$ cat config.mk
export PLATFORM = sky130hd
export DESIGN_NAME = alu_addsub_pipe
export DESIGN_NICKNAME = d
export VERILOG_FILES = /design/src/rtl/alu_pkg.sv /design/src/rtl/alu_addsub_pipe_add_slice.sv /design/src/rtl/alu_addsub_pipe.sv
export SDC_FILE = /design/constraint.sdc
export NUM_CORES = 1
export LEC_CHECK = 0
export ABC_CLOCK_PERIOD_IN_PS = 3330
export CORE_UTILIZATION = 35
export DETAILED_ROUTE_END_ITERATION = 8
export GPL_ROUTABILITY_DRIVEN = 0
export SLEW_MARGIN = 40
export SYNTH_ARGS = -nofsm -noshare
export SYNTH_HDL_FRONTEND = slang
export SYNTH_SLANG_ARGS = --single-unit
$ cat constraint.sdc
create_clock -name clk -period 3.33 [get_ports clk]
set_input_delay 0.666 -clock clk [delete_from_list [all_inputs] [get_ports clk]]
set_output_delay 0.666 -clock clk [all_outputs]
set_load 0.02 [all_outputs]
$ cat src/rtl/alu_pkg.sv
// Shared types for the execute-path adder/subtractor and the set-less-than
// comparator that consumes its flags.
package alu_pkg;

    localparam int WIDTH_DEFAULT = 32;

    // Condition flags as produced by the adder and read by the comparator.
    typedef struct packed {
        logic n;
        logic v;
        logic c;
        logic z;
    } alu_flags_t;

endpackage

$ cat src/rtl/alu_addsub_pipe_add_slice.sv
// W-bit combinational adder slice with carry in and carry out. The pipeline
// chains two of these across a register to split the carry path.
module add_slice #(
    parameter int W = 16
) (
    input  logic [W-1:0] a,
    input  logic [W-1:0] b,
    input  logic         cin,
    output logic [W-1:0] sum,
    output logic         cout
);

    // Zero-extend by one bit so the top bit of the sum is the carry out.
    assign {cout, sum} = {1'b0, a} + {1'b0, b} + {{W{1'b0}}, cin};

endmodule

$ cat src/rtl/alu_addsub_pipe.sv
// Two-stage pipelined adder/subtractor producing result plus N/V/C/Z flags.
// Stage 1 adds the low half; stage 2 adds the high half with the registered
// low-half carry and derives the flags. Valid/ready on both sides, one
// operation per cycle when the consumer keeps up.
module alu_addsub_pipe
    import alu_pkg::*;
#(
    parameter int WIDTH = WIDTH_DEFAULT
) (
    input  logic             clk,
    input  logic             rst_n,
    input  logic             in_valid,
    output logic             in_ready,
    input  logic [WIDTH-1:0] a,
    input  logic [WIDTH-1:0] b,
    input  logic             sub,
    output logic             out_valid,
    input  logic             out_ready,
    output logic [WIDTH-1:0] result,
    output logic             flag_n,
    output logic             flag_v,
    output logic             flag_c,
    output logic             flag_z
);

    // Low slice width is derived from WIDTH; the high slice takes the rest.
    localparam int LO_W = WIDTH / 2;
    localparam int HI_W = WIDTH - LO_W;

    if ((WIDTH % 2) != 0 || WIDTH < 4) begin : g_bad_width
        $error("alu_addsub_pipe: WIDTH must be even and >= 4");
    end

    // Operand preparation: subtraction is A + ~B + 1.
    logic [WIDTH-1:0] b_eff;
    logic             cin;

    // Handshake
    logic accept;
    logic s2_free;
    logic s1_adv;

    // Stage 1 state
    logic            s1_valid_reg;
    logic [LO_W-1:0] sum_lo_reg;
    logic            c_lo_reg;
    logic [HI_W-1:0] a_hi_reg;
    logic [HI_W-1:0] b_hi_reg;

    // Stage 1 low-slice adder outputs
    logic [LO_W-1:0] sum_lo_next;
    logic            c_lo_next;

    // Stage 2 high-slice adder outputs and next values
    logic [HI_W-1:0]  sum_hi;
    logic             c_hi;
    logic [WIDTH-1:0] result_next;
    alu_flags_t       flags_next;

    // Stage 2 state (visible outputs)
    logic             s2_valid_reg;
    logic [WIDTH-1:0] result_reg;
    alu_flags_t       flags_reg;

    assign b_eff = sub ? ~b : b;
    assign cin   = sub;

    assign s2_free  = ~s2_valid_reg | out_ready;
    assign s1_adv   = s1_valid_reg & s2_free;
    assign in_ready = ~s1_valid_reg | s2_free;
    assign accept   = in_valid & in_ready;

    add_slice #(.W(LO_W)) u_lo (
        .a    (a[LO_W-1:0]),
        .b    (b_eff[LO_W-1:0]),
        .cin  (cin),
        .sum  (sum_lo_next),
        .cout (c_lo_next)
    );

    add_slice #(.W(HI_W)) u_hi (
        .a    (a_hi_reg),
        .b    (b_hi_reg),
        .cin  (c_lo_reg),
        .sum  (sum_hi),
        .cout (c_hi)
    );

    // Stage 1 payload: low-slice sum/carry plus the high operand halves.
    always_ff @(posedge clk) begin
        if (accept) begin
            sum_lo_reg <= sum_lo_next;
            c_lo_reg   <= c_lo_next;
            a_hi_reg   <= a[WIDTH-1:LO_W];
            b_hi_reg   <= b_eff[WIDTH-1:LO_W];
        end
    end

    // Stage 2 result assembly and flag derivation.
    always_comb begin
        result_next  = {sum_hi, sum_lo_reg};
        flags_next   = '0;
        flags_next.n = sum_hi[HI_W-1];
        flags_next.c = c_hi;
        flags_next.z = ~|result_next;
        flags_next.v = (a_hi_reg[HI_W-1] == b_hi_reg[HI_W-1]) &
                       (sum_hi[HI_W-1] != a_hi_reg[HI_W-1]);
    end

    // Valid bits and visible outputs; cleared asynchronously so out_valid
    // drops the moment reset asserts.
    always_ff @(posedge clk or negedge rst_n) begin
        if (!rst_n) begin
            s1_valid_reg <= 1'b0;
            s2_valid_reg <= 1'b0;
            result_reg   <= '0;
            flags_reg    <= '0;
        end else begin
            s1_valid_reg <= accept | (s1_valid_reg & ~s2_free);
            s2_valid_reg <= s1_adv | (s2_valid_reg & ~out_ready);
            if (s1_adv) begin
                result_reg <= result_next;
                flags_reg  <= flags_next;
            end
        end
    end

    assign out_valid = s2_valid_reg;
    assign result    = result_reg;
    assign flag_n    = flags_reg.n;
    assign flag_v    = flags_reg.v;
    assign flag_c    = flags_reg.c;
    assign flag_z    = flags_reg.z;

endmodule

# After elaboration in Yosys (flattened, before gate mapping)
# Index checks and enable logic that the tools add are counted.
dict set report op_classes {
  add_sub_neg 4
  eq_ne 2
  mux 1
  bitwise 14
  reduce_logical 2
}
# op count
set op_table {}
lappend op_table {{adder 16 x 16 -> 17 bit} 2}
lappend op_table {{adder 17 x 1 -> 17 bit} 2}
lappend op_table {{2-to-1 mux 32 bit} 1}
lappend op_table {{NOT 32 bit} 1}
lappend op_table {{OR reduction 32 bit} 1}
lappend op_table {{AND 1 bit} 5}
lappend op_table {{NOT 1 bit} 4}
lappend op_table {{bitwise OR 1 bit} 4}
lappend op_table {{equality test 1 bit} 1}
lappend op_table {{logical NOT 1 bit} 1}
lappend op_table {{inequality test 1 bit} 1}
dict set report totals {
  ff_bits 87
  inputBits 69
  out_inout_bits 38
  elab_cells 34
}

# Longest topological paths before layout
dict set report logic_depth {
  word_depth 5
  depth_mapped 11
  mapped_depth_nobuf 9
}

# Hierarchy
# Synthesis repeated with hierarchy kept, for this count alone.
dict set report hier_totals {
  hier_cells 364
  hier_area_um2 4865.9
}
# mod instances cells_each area_each_um2 seq_area_each_um2
set by_module_without_submodules {}
lappend by_module_without_submodules {alu_addsub_pipe 1 183 3384.5 2397.3}
lappend by_module_without_submodules {{add_slice (u_lo)} 1 92 748.2 0.0}
lappend by_module_without_submodules {{add_slice (u_hi)} 1 89 733.2 0.0}

# Worst setup path after synthesis
# OpenSTA, ideal clock, no wires.
dict set report synth_path {
  path_kind {input-to-reg}
  from {input port sub}
  to {register sum_lo_reg[15] (data pin)}
  setup_ns 0.258
  t_arrival_ns 3.181
  required_time_ns 3.072
  path_slack_ns -0.109
  cell_stages 11
  path_buffers 2
  cell_sequence {clkbuf_1 > clkbuf_1 > xor2_1 > ha_1 > and3_1 > a2111oi_2 > o21bai_1 > a31oi_1 > o2111ai_1 > a21oi_1 > xnor2_1}
}
dict set report synth_via {
  elab_chain_cells 3
}
# item line
set synth_lines {}
lappend synth_lines {{start: declaration} alu_addsub_pipe.sv:16} ;# input logic sub,
lappend synth_lines {{2-to-1 mux 32 bit} alu_addsub_pipe.sv:65} ;# assign b_eff = sub ? ~b : b;
lappend synth_lines {{adder 16 x 16 -> 17 bit} alu_addsub_pipe_add_slice.sv:14} ;# assign {cout, sum} = {1'b0, a} + {1'b0, b} + {{W{1'b0}}, cin};
lappend synth_lines {{adder 17 x 1 -> 17 bit (*)} alu_addsub_pipe_add_slice.sv:14}
lappend synth_lines {{net sum_lo_next[15]} alu_addsub_pipe.sv:51} ;# logic [LO_W-1:0] sum_lo_next;
lappend synth_lines {{end signal: assignment} alu_addsub_pipe.sv:92} ;# sum_lo_reg <= sum_lo_next;
lappend synth_lines {{end: declaration} alu_addsub_pipe.sv:45} ;# logic [LO_W-1:0] sum_lo_reg;
# The timed path passes the listed nets; every way through them passes the cells marked *.
# A chain may end at the register's enable or synchronous reset.

# Final worst setup path
dict set report layout_path {
  from {register c_lo_reg}
  to {register flags_reg (netlist bit flag_z)}
}
dict set report layout_via {
  elab_chain_cells 3
}
# item line
set layout_lines {}
lappend layout_lines {{start: declaration} alu_addsub_pipe.sv:46} ;# logic c_lo_reg;
lappend layout_lines {{start signal: assignment} alu_addsub_pipe.sv:93} ;# c_lo_reg <= c_lo_next;
lappend layout_lines {{adder 17 x 1 -> 17 bit} alu_addsub_pipe_add_slice.sv:14}
lappend layout_lines {{OR reduction 32 bit} alu_addsub_pipe.sv:105} ;# flags_next.z = ~|result_next;
lappend layout_lines {{logical NOT 1 bit} alu_addsub_pipe.sv:105}
lappend layout_lines {{end signal: assignment} alu_addsub_pipe.sv:123} ;# flags_reg <= flags_next;
lappend layout_lines {{end: declaration} alu_addsub_pipe.sv:63} ;# alu_flags_t flags_reg;
# No other way between the ends.

==> run_results.csv <==
group,metric,value,unit
run_status,status,"completed",
sta,clock.fmax,0.3126,GHz
sta,fin_setup_tns,0,ps
final_layout,instances_no_fill,692,
synth,ys_ff_latch,86,
critical_path,cpMostUsedCell,"fa_1",
route,wl_per_cell,14.36,um
power,p_per_area,580.2,nW/um2
sta,max_slew_margin,63.87,%
floorplan,start_util,36.48,%
synth,synthFlopType,"edfxtp_1",
sta,setup_viol,0,
synth,avgSynthCellArea,12.11,um2
route,vias,3394,
synth,yosysUniqueCellTypes,54,
synth,yosysWarningCount,0,
floorplan,die_h,117.8,um
critical_path,worstPathMaxFanout,3,
hold_path,min_path_type,"in2async",
critical_path,worst_r2r_endpoint,"flag_z",
clocking,max-clock-path-buffers,2,
floorplan,die-area,13890,um2
route,post-route-drc-count,0,
clocking,htreeDepth,3,
synth,synth_edf_count,49,
power,p_leak,0.002599,uW
clocking,insertion_delay,340,ps
synth,synthesis.nets,490,
floorplan,ios,107,
clocking,cts_tree,"built",
route,ant_nets,0,
critical_path,critPathKind,"reg2reg",
critical_path,endpoint_kind,"flop",
global_routing,grt_pass1_wl,16170,um
place,dpl_cell_area,6088,um2
place,dp_hpwl,7711,um
critical_path,cp.required,3600,ps
global_routing,antenna_found_initial,0,
run,cap_violations,0,
clocking,cts_sinks,86,
clocking,cts.clk_slew.worst_paths,60,ps
power,p_total,3735,uW
final_layout,multi_input_area,2228,um2
final_layout,final_cell_area,6437,um2
floorplan,core-area,12880,um2
clocking,root_buffer,"clkbuf_16",
sta,hold_viol,0,
final_layout,seq_area,2397,um2
sta,min_period,3199,ps
floorplan,die_w,117.8,um
sta,finClkSkew,5.205,ps
synth,seq_area_frac_synth,51.04,%
global_routing,gr-total-overflow,0,
global_routing,grt_usage,14.77,%
global_routing,grt_pass1_vias,3416,
final_layout,antennaDiodeCount,0,
route,drtPass1Iterations,4,
clocking,numCtsBuffers,9,
route,dr.first_iter.drc_count,118,
synth,synth_area,4697,um2
global_routing,grt_start_max_net_pins,38,
synth,netlist_instances,388,
critical_path,r2r_cells,9,
route,vias_per_cell,4.905,
synth,yosys-top-cells-area,"edfxtp_1 (31%), dfrtp_1 (20%), ha_1 (8.0%)",
critical_path,reg2reg_slack,130,ps
critical_path,regToRegStartpoint,"c_lo_reg",
sta,worst_pin_slew,541.9,ps
clocking,cts_resized,0,
place,port-buffer-count,106,
power,ir_worst_vdd,0.2587,mV
sta,finalCritPeriodShare,96.06,%
route,drt-total-wl,9940,um
clocking,post-cts-setup-buffers,0,
sta,maxSlewViolCount,0,
final_layout,fillers,1184,
final_layout,drive_above_1_share,13.85,%
critical_path,cp_slowest_cell,"or4_1",
synth,yosys.area.top_type,"edfxtp_1",
synth,synth_top_area_share,31.33,%
critical_path,cp_cell_sequence,"fa_1 -> fa_1 -> a21oi_2 -> o2111ai_2 -> and3_1 -> or4_1 -> o21bai_1 -> nor4b_2 -> a32o_1",
place,placedCellCount,676,
synth,async_reset_ff_share,43.02,%
final_layout,area_growth,37.05,%
floorplan,num_rows,41,
sta,rsz0062_at_grt,"false",
final_layout,nNetsFinal,617,
critical_path,slowest_delay,550,ps
final_layout,largest_reg_flops,32,
critical_path,worstPathArrival,3470,ps
critical_path,crit_path_start_kind,"flop",
clocking,postCtsHoldBufs,0,
-- synth_stat cells (all sizes together) (9+ instances only) --
library cell and instances:
mux2 22, xor2 39, nor3 9, a21oi 16
dfrtp 37, nor2 16, xnor2 15, o21ai 15
a21o 9, inv 11, nand2 21, edfxtp 49
ha 30
-- stage by stage --
stage | setup WS (ps) | hold WS [ps] | util, %
finish | 131.3 | 291.5 | 50.00
global route | 5.951 | 333.9 | 50.00
CTS | 40.11 | 318.3 | 49.92
detailed placement | -175.5 | 469.7 | 47.28
global placement | -87.78 | 462.3 | 47.26
floorplan | 70.83 | 370.4 | -
-- routing by layer --
layer | global-route usage (%) | part of all wire [%]
met5 | 0 | 0
met4 | 5.769 | 1.5
met3 | 3.440 | 5.4
met2 | 25.37 | 49
met1 | 17.83 | 44
-- cell families after synthesis --
kind of cell / after synthesis / share of synthesized area (%)
AO/OA/AOI/OAI: 81 / 12.07
XOR/XNOR: 54 / 10.07
adder cells (fa/ha/maj): 33 / 9.270
buffers and inverters: 21 / 1.758
flip-flops: 86 / 51.04
multiplexers: 24 / 5.701
AND/OR/NAND/NOR: 89 / 10.10
-- cells in the final DEF (no fill, tap or decap), types with 7 or more instances in the layout --
cell             instances
buf_4                   20
o21ai_0                 15
nand3_1                  7
o21bai_1                 7
xor2_1                  39
edfxtp_1                49
mux2_2                  22
nand2b_1                 7
clkbuf_16               11
nor3_1                   9
clkdlybuf4s50_1        104
nand2_1                 21
a21o_1                   9
ha_1                    30
dfrtp_1                 37
a21oi_1                 15
nor2_1                  16
inv_1                   11
xnor2_1                 15
-- worst max path at each step --
stage               startpoint        endpoint  slack [ps]  depth (start not counted)
finish                c_lo_reg          flag_z         130                          9
global route          c_lo_reg          flag_z           6                          8
CTS                   c_lo_reg          flag_z          40                          9
floorplan                  sub  sum_lo_reg[15]          70                         11
detailed placement        b[0]  sum_lo_reg[14]        -180                         10
global placement          b[0]        c_lo_reg         -90                         10
-- power by group --
part	switching, uW	internal (uW)	total [uW]
Sequential	102	1340	1440
Combinational	587	608	1200
Clock	402	694	1100
Total	1090	2640	3740
-- final cells by class --
class / count / area share, %
clock buffers: 13 / 4.548
clock inverters: 3 / 0.7191
inverters: 11 / 0.6414
multi-input cells: 281 / 34.62
flip-flops and latches: 86 / 37.24
well taps: 172 / 3.343
repair buffers: 126 / 18.89
-- critical path, delay by kind of cell (launching register included) --
family / cells / cell delay [ps]
compound gates: 4 / 800
fa+ha+maj: 2 / 940
flops: 1 / 400
simple gates: 3 / 990
Note: power is estimated with default switching activity, not from simulation.
